==> src/rtl/sipo_pkg.sv <==
// Shared constants for the serial-in/parallel-out deserializer.
// Latency: n/a (package only).
// Backpressure: n/a (package only).
package sipo_pkg;

    // FSM encoding: assembling a word vs. presenting a finished word
    localparam logic [0:0] COLLECT = 1'b0;
    localparam logic [0:0] HOLD    = 1'b1;

    localparam int SIPO_DEFAULT_WIDTH = 8;

endpackage

==> src/rtl/sipo_bit_cell.sv <==
// One storage bit of the shift chain: load-enabled flop with async clear.
// Latency: 1 clock from d/en to q.
// Backpressure: none; en gates the load.
module sipo_bit_cell (
    input  logic clk,
    input  logic res,
    input  logic en,
    input  logic d,
    output logic q
);

    // Capture d when enabled; clear immediately on reset
    always_ff @(posedge clk or negedge res) begin
        if (!res) begin
            q <= 1'b0;
        end else if (en) begin
            q <= d;
        end
    end

endmodule

==> src/rtl/sipo_deserializer.sv <==
// Assembles MSB-first serial bits into WIDTH-bit words; optional even parity (SIPO_PARITY_EN).
// Latency: dout_valid rises 1 clock after the last bit of a word is accepted.
// Backpressure: word held until dout_ready; bits arriving while held are dropped and flag overrun.
module sipo_deserializer
    import sipo_pkg::*;
#(
    parameter int WIDTH = SIPO_DEFAULT_WIDTH
) (
    input  logic             clk,
    input  logic             res,
    input  logic             din,
    input  logic             din_valid,
    output logic [WIDTH-1:0] dout,
    output logic             dout_valid,
    input  logic             dout_ready,
    output logic             overrun,
    output logic             dout_par
);

    localparam int            CW   = $clog2(WIDTH);
    localparam logic [CW-1:0] LAST = CW'(WIDTH - 1);

    logic [0:0]       state;
    logic [CW-1:0]    bit_cnt;
    logic [WIDTH-1:0] shift_q;
    logic [WIDTH-1:0] shift_d;
    logic             handshake;
    logic             take_bit;
    logic             word_done;
    logic             unused_shift_msb;

    // The handshake cycle also accepts a bit, so a continuous stream loses nothing
    assign handshake = (state == HOLD) && dout_ready;
    assign take_bit  = din_valid && ((state == COLLECT) || handshake);
    assign word_done = (state == COLLECT) && din_valid && (bit_cnt == LAST);
    assign shift_d   = {shift_q[WIDTH-2:0], din};

    // The oldest bit falls off the chain; the finished word is taken from shift_d
    assign unused_shift_msb = shift_q[WIDTH-1];

    genvar i;
    generate
        for (i = 0; i < WIDTH; i++) begin : g_chain
            sipo_bit_cell u_cell (
                .clk (clk),
                .res (res),
                .en  (take_bit),
                .d   (shift_d[i]),
                .q   (shift_q[i])
            );
        end
    endgenerate

    // FSM and bit counter: wrap to 0 and enter HOLD on the last bit of a word
    always_ff @(posedge clk or negedge res) begin
        if (!res) begin
            state   <= COLLECT;
            bit_cnt <= '0;
        end else begin
            if (word_done) begin
                state <= HOLD;
            end else if (handshake) begin
                state <= COLLECT;
            end
            if (word_done) begin
                bit_cnt <= '0;
            end else if (take_bit) begin
                bit_cnt <= bit_cnt + 1'b1;
            end
        end
    end

    // Output word is captured only on entry to HOLD and stays put otherwise
    always_ff @(posedge clk or negedge res) begin
        if (!res) begin
            dout <= '0;
        end else if (word_done) begin
            dout <= shift_d;
        end
    end

    // Sticky overrun: a bit arrived while a word was waiting and not being consumed
    always_ff @(posedge clk or negedge res) begin
        if (!res) begin
            overrun <= 1'b0;
        end else if ((state == HOLD) && !dout_ready && din_valid) begin
            overrun <= 1'b1;
        end
    end

    assign dout_valid = (state == HOLD);

`ifdef SIPO_PARITY_EN
    // Even parity registered alongside the word it describes
    always_ff @(posedge clk or negedge res) begin
        if (!res) begin
            dout_par <= 1'b0;
        end else if (word_done) begin
            dout_par <= ^shift_d;
        end
    end
`else
    assign dout_par = 1'b0;
`endif

endmodule

==> config.mk <==
export PLATFORM = sky130hd
export DESIGN_NAME = sipo_deserializer
export DESIGN_NICKNAME = d
export VERILOG_FILES = /design/src/rtl/sipo_pkg.sv /design/src/rtl/sipo_bit_cell.sv /design/src/rtl/sipo_deserializer.sv
export SDC_FILE = /design/constraint.sdc
export NUM_CORES = 1
export LEC_CHECK = 0
export CAP_MARGIN = 25
export CORE_MARGIN = 1
export CORE_UTILIZATION = 52
export CTS_BUF_LIST = sky130_fd_sc_hd__clkbuf_8
export CTS_CLUSTER_DIAMETER = 40
export DETAILED_ROUTE_END_ITERATION = 7
export MAX_ROUTING_LAYER = met4
export PLACE_DENSITY = 0.79
export RECOVER_POWER = 25
export SLEW_MARGIN = 25
export SYNTH_ARGS = -nofsm -noshare
export SYNTH_HDL_FRONTEND = slang
export SYNTH_SLANG_ARGS = --single-unit
==> constraint.sdc <==
create_clock -name clk -period 1.7 [get_ports clk]
set_input_delay 0.255 -clock clk [delete_from_list [all_inputs] [get_ports clk]]
set_output_delay 0.255 -clock clk [all_outputs]
set_load 0.02 [all_outputs]
==> results of run 1 <==
## power groups by stage
stage | sequential (mW) | clock (mW) | combinational [mW]
after floorplan | 0.952 | 0 | 0.430
after global placement | 0.842 | 0 | 0.835
after detailed placement | 0.847 | 0 | 0.855
after CTS | 0.847 | 0.475 | 0.870
after global routing | 0.870 | 0.501 | 0.910
final | 0.844 | 0.473 | 0.861
## sequential cells by signal (all words and copies together) (netlist names)
| signal | flops |
|---|---|
| bit_cnt | 3 |
| dout | 8 |
| dout_valid | 1 |
| g_chain.u_cell.q | 7 |
| overrun | 1 |
## cell families after synthesis
kind of cell	synth area share, %
other	0.431
AOI/OAI and AO/OA	2.01
DFF	57.6
muxes	29.4
adders and majority gates	2.88
and+or+nand+nor	6.91
buffers and inverters	0.864
## placed cells by master (no fill, tap or decap), drive strengths merged
master | synthesis | layout
ha | 2 | 2
mux2 | 17 | 17
a32o | 1 | 1
clkdlybuf4s50 | 0 | 13
a21o | 1 | 1
dfrtp | 20 | 20
clkbuf | 0 | 4
dlygate4sd3 | 0 | 1
conb | 1 | 1
bufinv | 0 | 1
nor2 | 2 | 2
nand2b | 1 | 1
nor2b | 2 | 2
nand2 | 3 | 3
## metrics by stage
step                cell area, sq um  setup slack (ns)  instances
floorplan                        870             0.261         51
global placement                1030             0.170         81
detailed placement              1030             0.165         81
CTS                             1100             0.117         85
global route                    1100            0.0700         85
finish                          1100             0.126         85
## cell usage after synthesis
cell      instances
dfrtp_1          20
nand2b_1          1
conb_1            1
a32o_1            1
ha_1              2
buf_4             1
nand2_4           2
mux2_4           17
nor2b_1           1
a21o_1            1
nor2b_4           1
nor2_1            2
nand2_1           1
## routing by layer
layer	global-route usage (%)	part of all wire, %
met1	25.4	51
met5	-	0
met2	23.3	44
met3	3.83	3.5
met4	9.38	1.9
## layout make-up
| type | count | area, sq um |
|---|---|---|
| sequential | 20 | 500 |
| clock buffer | 3 | 41.3 |
| multi-input combinational | 30 | 362 |
| fill | 111 | 444 |
| clock inverter | 1 | 30.0 |
| timing repair buffer | 15 | 144 |
| tap | 16 | 20.0 |
## final timing paths
check                                            start                     end  slack [ns]  cells after the start
worst max-delay path            dout_valid$_DFFE_PN0P_              dout_valid        0.13                      1
worst min-delay path               overrun$_DFFE_PN0P_     overrun$_DFFE_PN0P_        0.46                      1
worst max register to register  bit_cnt[0]$_DFFE_PN0P_     dout[7]$_DFFE_PN0P_        0.16                      5
worst min register to register     overrun$_DFFE_PN0P_     overrun$_DFFE_PN0P_        0.46                      1
max in group asynchronous                          res  bit_cnt[0]$_DFFE_PN0P_        0.38                      2
min in group asynchronous                          res     dout[5]$_DFFE_PN0P_        0.68                      2
==> results.yml, run 1 <==
synth:
  netlist_top_cells_area: "dfrtp_1, mux2_4, ha_1"
  syn_avg_cell_area_sq_um: 17.1
  syn-num-nets: 58
  synth_top_area_share_pct: 57.6
  yosys.cell_types.count: 13
  syn-cell-area_sq_um: 870
  synth_cells: 51
  ys_ff_latch: 20
  yosysTopAreaCell: "dfrtp_1"
  yosys_warnings: 0
  yosysSeqAreaShare_pct: 57.6
worst_setup_path:
  worstPathArrival_ns: 1.32
  crit_required_ns: 1.44
  cp_slowest_cell: "clkdlybuf4s50_1"
  cp_cell_sequence: "clkdlybuf4s50_1"
  crit_family: "buffers and inverters"
  end_kind: "output port"
  path_max_fanout: 4
  start_kind: "flop"
  worstSetupPathType: "flop to output port"
  worst-path-buf-inv: 1
  max_stage_delay_ns: 0.64
clock_network:
  cts_buffer_depth: 2
  cts_hold_buf: 0
  clkTransAtPathRegs_ns: 0.07
  ctsResizeCount: 0
  post_cts_buffers: 0
  cts_max_level: 1
  clk_latency_ns: 0.26
  cts_tree: "built"
  root_buffer: "clkbuf_8"
  cts.sinks: 20
  cts_buffers: 3
global_route:
  grt_pass1_vias: 452
  grt_first_pass_wirelength_microns: 2210
  grt_overflow: 0
  track_usage_pct: 17.7
  grt_max_degree: 21
  antenna_found_initial: 0
floorplanning:
  die_x_microns: 42.9
  placementRows: 14
  boundaryPins: 16
  dieArea_sq_um: 1840
  die_h_microns: 42.9
  start_util_pct: 56.4
  coreArea_sq_um: 1540
routing:
  wire_per_inst_microns: 15.8
  firstDrtPassIters: 2
  antenna_left: 0
  vias: 441
  wl_microns: 1340
  drt_iter0_markers: 4
  drc_errors: 0
  drt-vias-per-instance: 5.19
timing:
  tightest_slew_ns: 1.04
  drv_slew: 0
  rsz0062_at_grt: "no"
  hold_violations: 0
  timing.fmax_ghz: 0.635
  fin_setup_tns_ns: 0
  period_needed_ns: 1.57
  holdWs_ns: 0.460
  fin_skew_ns: 0.00750
  slew_headroom_pct: 30.8
  fin_crit_sh_pct: 92.6
  setup_violations: 0
power_and_ir_drop:
  p_per_area_nw_per_um2: 1990
  power_mw: 2.18
  peakVddDrop_v: 0.00111
  p_comb_share_pct: 39.5
  swShare_pct: 29.2
  p_int_mw: 1.54
  power.net_switching_mw: 0.636
  pwr-share-clk_pct: 21.7
  p_leak_nw: 0.544
  pwr-share-seq_pct: 38.8
placement:
  io_buffers: 14
  place.gp.congestion: 0.686
  dp_hpwl_microns: 900
hold_path:
  hp-class: "flop to flop"
job:
  maxCapViolations: 0
finish:
  diodes: 0
  final_layout_size_suffix_gt1_share_pct: 34.8
  finalNetCount: 77
  final_util_pct: 71.2
  syn2layout_area_growth_pct: 26.2
status:
  status: "completed"
(Power assumes the default switching activity.)
==> run 2, diff against run 1 <==
- CORE_UTILIZATION: 52 -> 60
- DONT_BUFFER_PORTS: default -> 1
- PLACE_DENSITY: 0.79 -> 0.76
==> run 2 against run 1 <==
Sequential share of layout area rose by 6.4 points. Flip-flop and latch count did not move. Utilization rose by 1.8 points. Setup slack improved by 0.023 ns. Critical path type is now flop to flop. Largest cell class unchanged. Largest power group is now sequential cells.
==> results.yml, run 2 (synthesis gave the netlist of run 1 again) <==
job:
  maxCapViolations: 0
placement:
  dp_hpwl_microns: 948
  placed_cell_area_sq_um: 881
  io_buffers: 0
  place.gp.congestion: 0.685
global_route:
  track_usage_pct: 20.6
  grt_first_pass_wirelength_microns: 1970
  grt_overflow: 0
  grt_max_degree: 21
  antenna_found_initial: 0
  grt_pass1_vias: 427
routing:
  vias: 430
  drt_iter0_markers: 9
  antenna_left: 0
  wire_per_inst_microns: 18.8
  firstDrtPassIters: 4
  wl_microns: 1320
  drt-vias-per-instance: 6.14
  drc_errors: 0
clock_network:
  cts_buffer_depth: 2
  post_cts_buffers: 0
  clkTransAtPathRegs_ns: 0.07
  cts_tree: "built"
  ctsResizeCount: 0
  cts_buffers: 3
  cts_hold_buf: 1
  cts_max_level: 1
  clk_latency_ns: 0.25
  cts.sinks: 20
  root_buffer: "clkbuf_8"
floorplanning:
  die_h_microns: 40.1
  dieArea_sq_um: 1610
  coreArea_sq_um: 1320
  boundaryPins: 16
  die_x_microns: 40.1
  start_util_pct: 66.0
  placementRows: 13
finish:
  finalNetCount: 63
  final_layout_size_suffix_gt1_share_pct: 43.6
  regMostFlops: "dout"
  fin_area_sq_um: 962
  layout_commonest_cell: "dfrtp_1"
  final_cell_mix: "dfrtp_1, mux2_4, clkbuf_8"
  n_fill_cell: 64
  reg_top3: "dout (8), g_chain.u_cell.q (7), bit_cnt (3)"
  diodes: 0
  syn2layout_area_growth_pct: 10.6
  largest_register_ffs: 8
worst_setup_path:
  end_kind: "flop"
  worstPathArrival_ns: 1.69
  start_kind: "flop"
  crit_required_ns: 1.84
  path_max_fanout: 9
  worstSetupPathType: "flop to flop"
timing:
  slew_headroom_pct: 42.7
  timing.fmax_ghz: 0.645
  rsz0062_at_grt: "no"
  hold_violations: 0
  fin_setup_tns_ns: 0
  period_needed_ns: 1.55
  drv_slew: 0
  setup_violations: 0
  tightest_slew_ns: 0.857
  fin_crit_sh_pct: 91.2
  fin_skew_ns: 0.00263
status:
  status: "completed"
hold_path:
  hp-class: "primary input to flop"
power_and_ir_drop:
  p_per_area_nw_per_um2: 2030
  peakVddDrop_v: 0.00106
  p_leak_nw: 0.494
run 2: area by class of cell:
class / count / area [sq um] / area share (%)
flip-flops and latches: 20 / 500 / 52.0
multi-input cells: 30 / 362 / 37.6
clock buffers: 3 / 41.3 / 4.29
clock inverters: 1 / 30.0 / 3.12
well taps: 15 / 18.8 / 1.95
repair buffers: 1 / 10.0 / 1.04
run 2: power by group:
group | switching [mW] | internal, mW | leakage, nW | total (mW)
clock | 0.147 | 0.314 | 0.0357 | 0.461
sequential | 0.306 | 0.691 | 0.242 | 0.997
combinational | 0.150 | 0.349 | 0.216 | 0.500
total | 0.603 | 1.35 | 0.494 | 1.96
run 2: stage by stage:
stage | util (%) | hold WS [ns] | setup WS (ns) | total power [mW] | cells
after CTS | 73.0 | 0.141 | 0.145 | 1.96 | 70
final | 73.0 | 0.145 | 0.149 | 1.96 | 70
after detailed placement | 66.9 | -0.0402 | 0.162 | 1.49 | 65
after global placement | 66.9 | -0.0402 | 0.210 | 1.44 | 65
after floorplan | - | -0.0406 | 0.261 | 1.38 | 51
after global routing | 73.0 | 0.136 | 0.0913 | 2.06 | 70
run 2: worst paths after layout:
path,endpoint,depth (start not counted),startpoint,slack (ns)
setup reg to reg,dout[7]$_DFFE_PN0P_,5,bit_cnt[0]$_DFFE_PN0P_,0.15
setup / recovery,dout[7]$_DFFE_PN0P_,5,bit_cnt[0]$_DFFE_PN0P_,0.15
max in group asynchronous,bit_cnt[1]$_DFFE_PN0P_,1,res,0.62
hold / removal,dout[0]$_DFFE_PN0P_,1,din,0.14
min in group asynchronous,dout[5]$_DFFE_PN0P_,1,res,0.56
hold reg to reg,g_chain[6].u_cell.q$_DFFE_PN0P_,1,g_chain[6].u_cell.q$_DFFE_PN0P_,0.52
run 2: worst max-delay path: stages, from the launching register on:
cell and delay, ns:
dfrtp_1 0.41, ha_1 0.21, ha_1 0.18, nor2b_4 0.14
nand2_4 0.18, mux2_4 0.32
run 2: routing by layer:
| layer | vias up | share of wire (%) | global-route usage (%) |
|---|---|---|---|
| met2 | 28 | 47 | 30.6 |
| met5 | - | 0 | - |
| li1 | 182 | - | - |
| met4 | 0 | 3.7 | 13.8 |
| met1 | 214 | 43 | 25.6 |
| met3 | 6 | 6.1 | 3.33 |
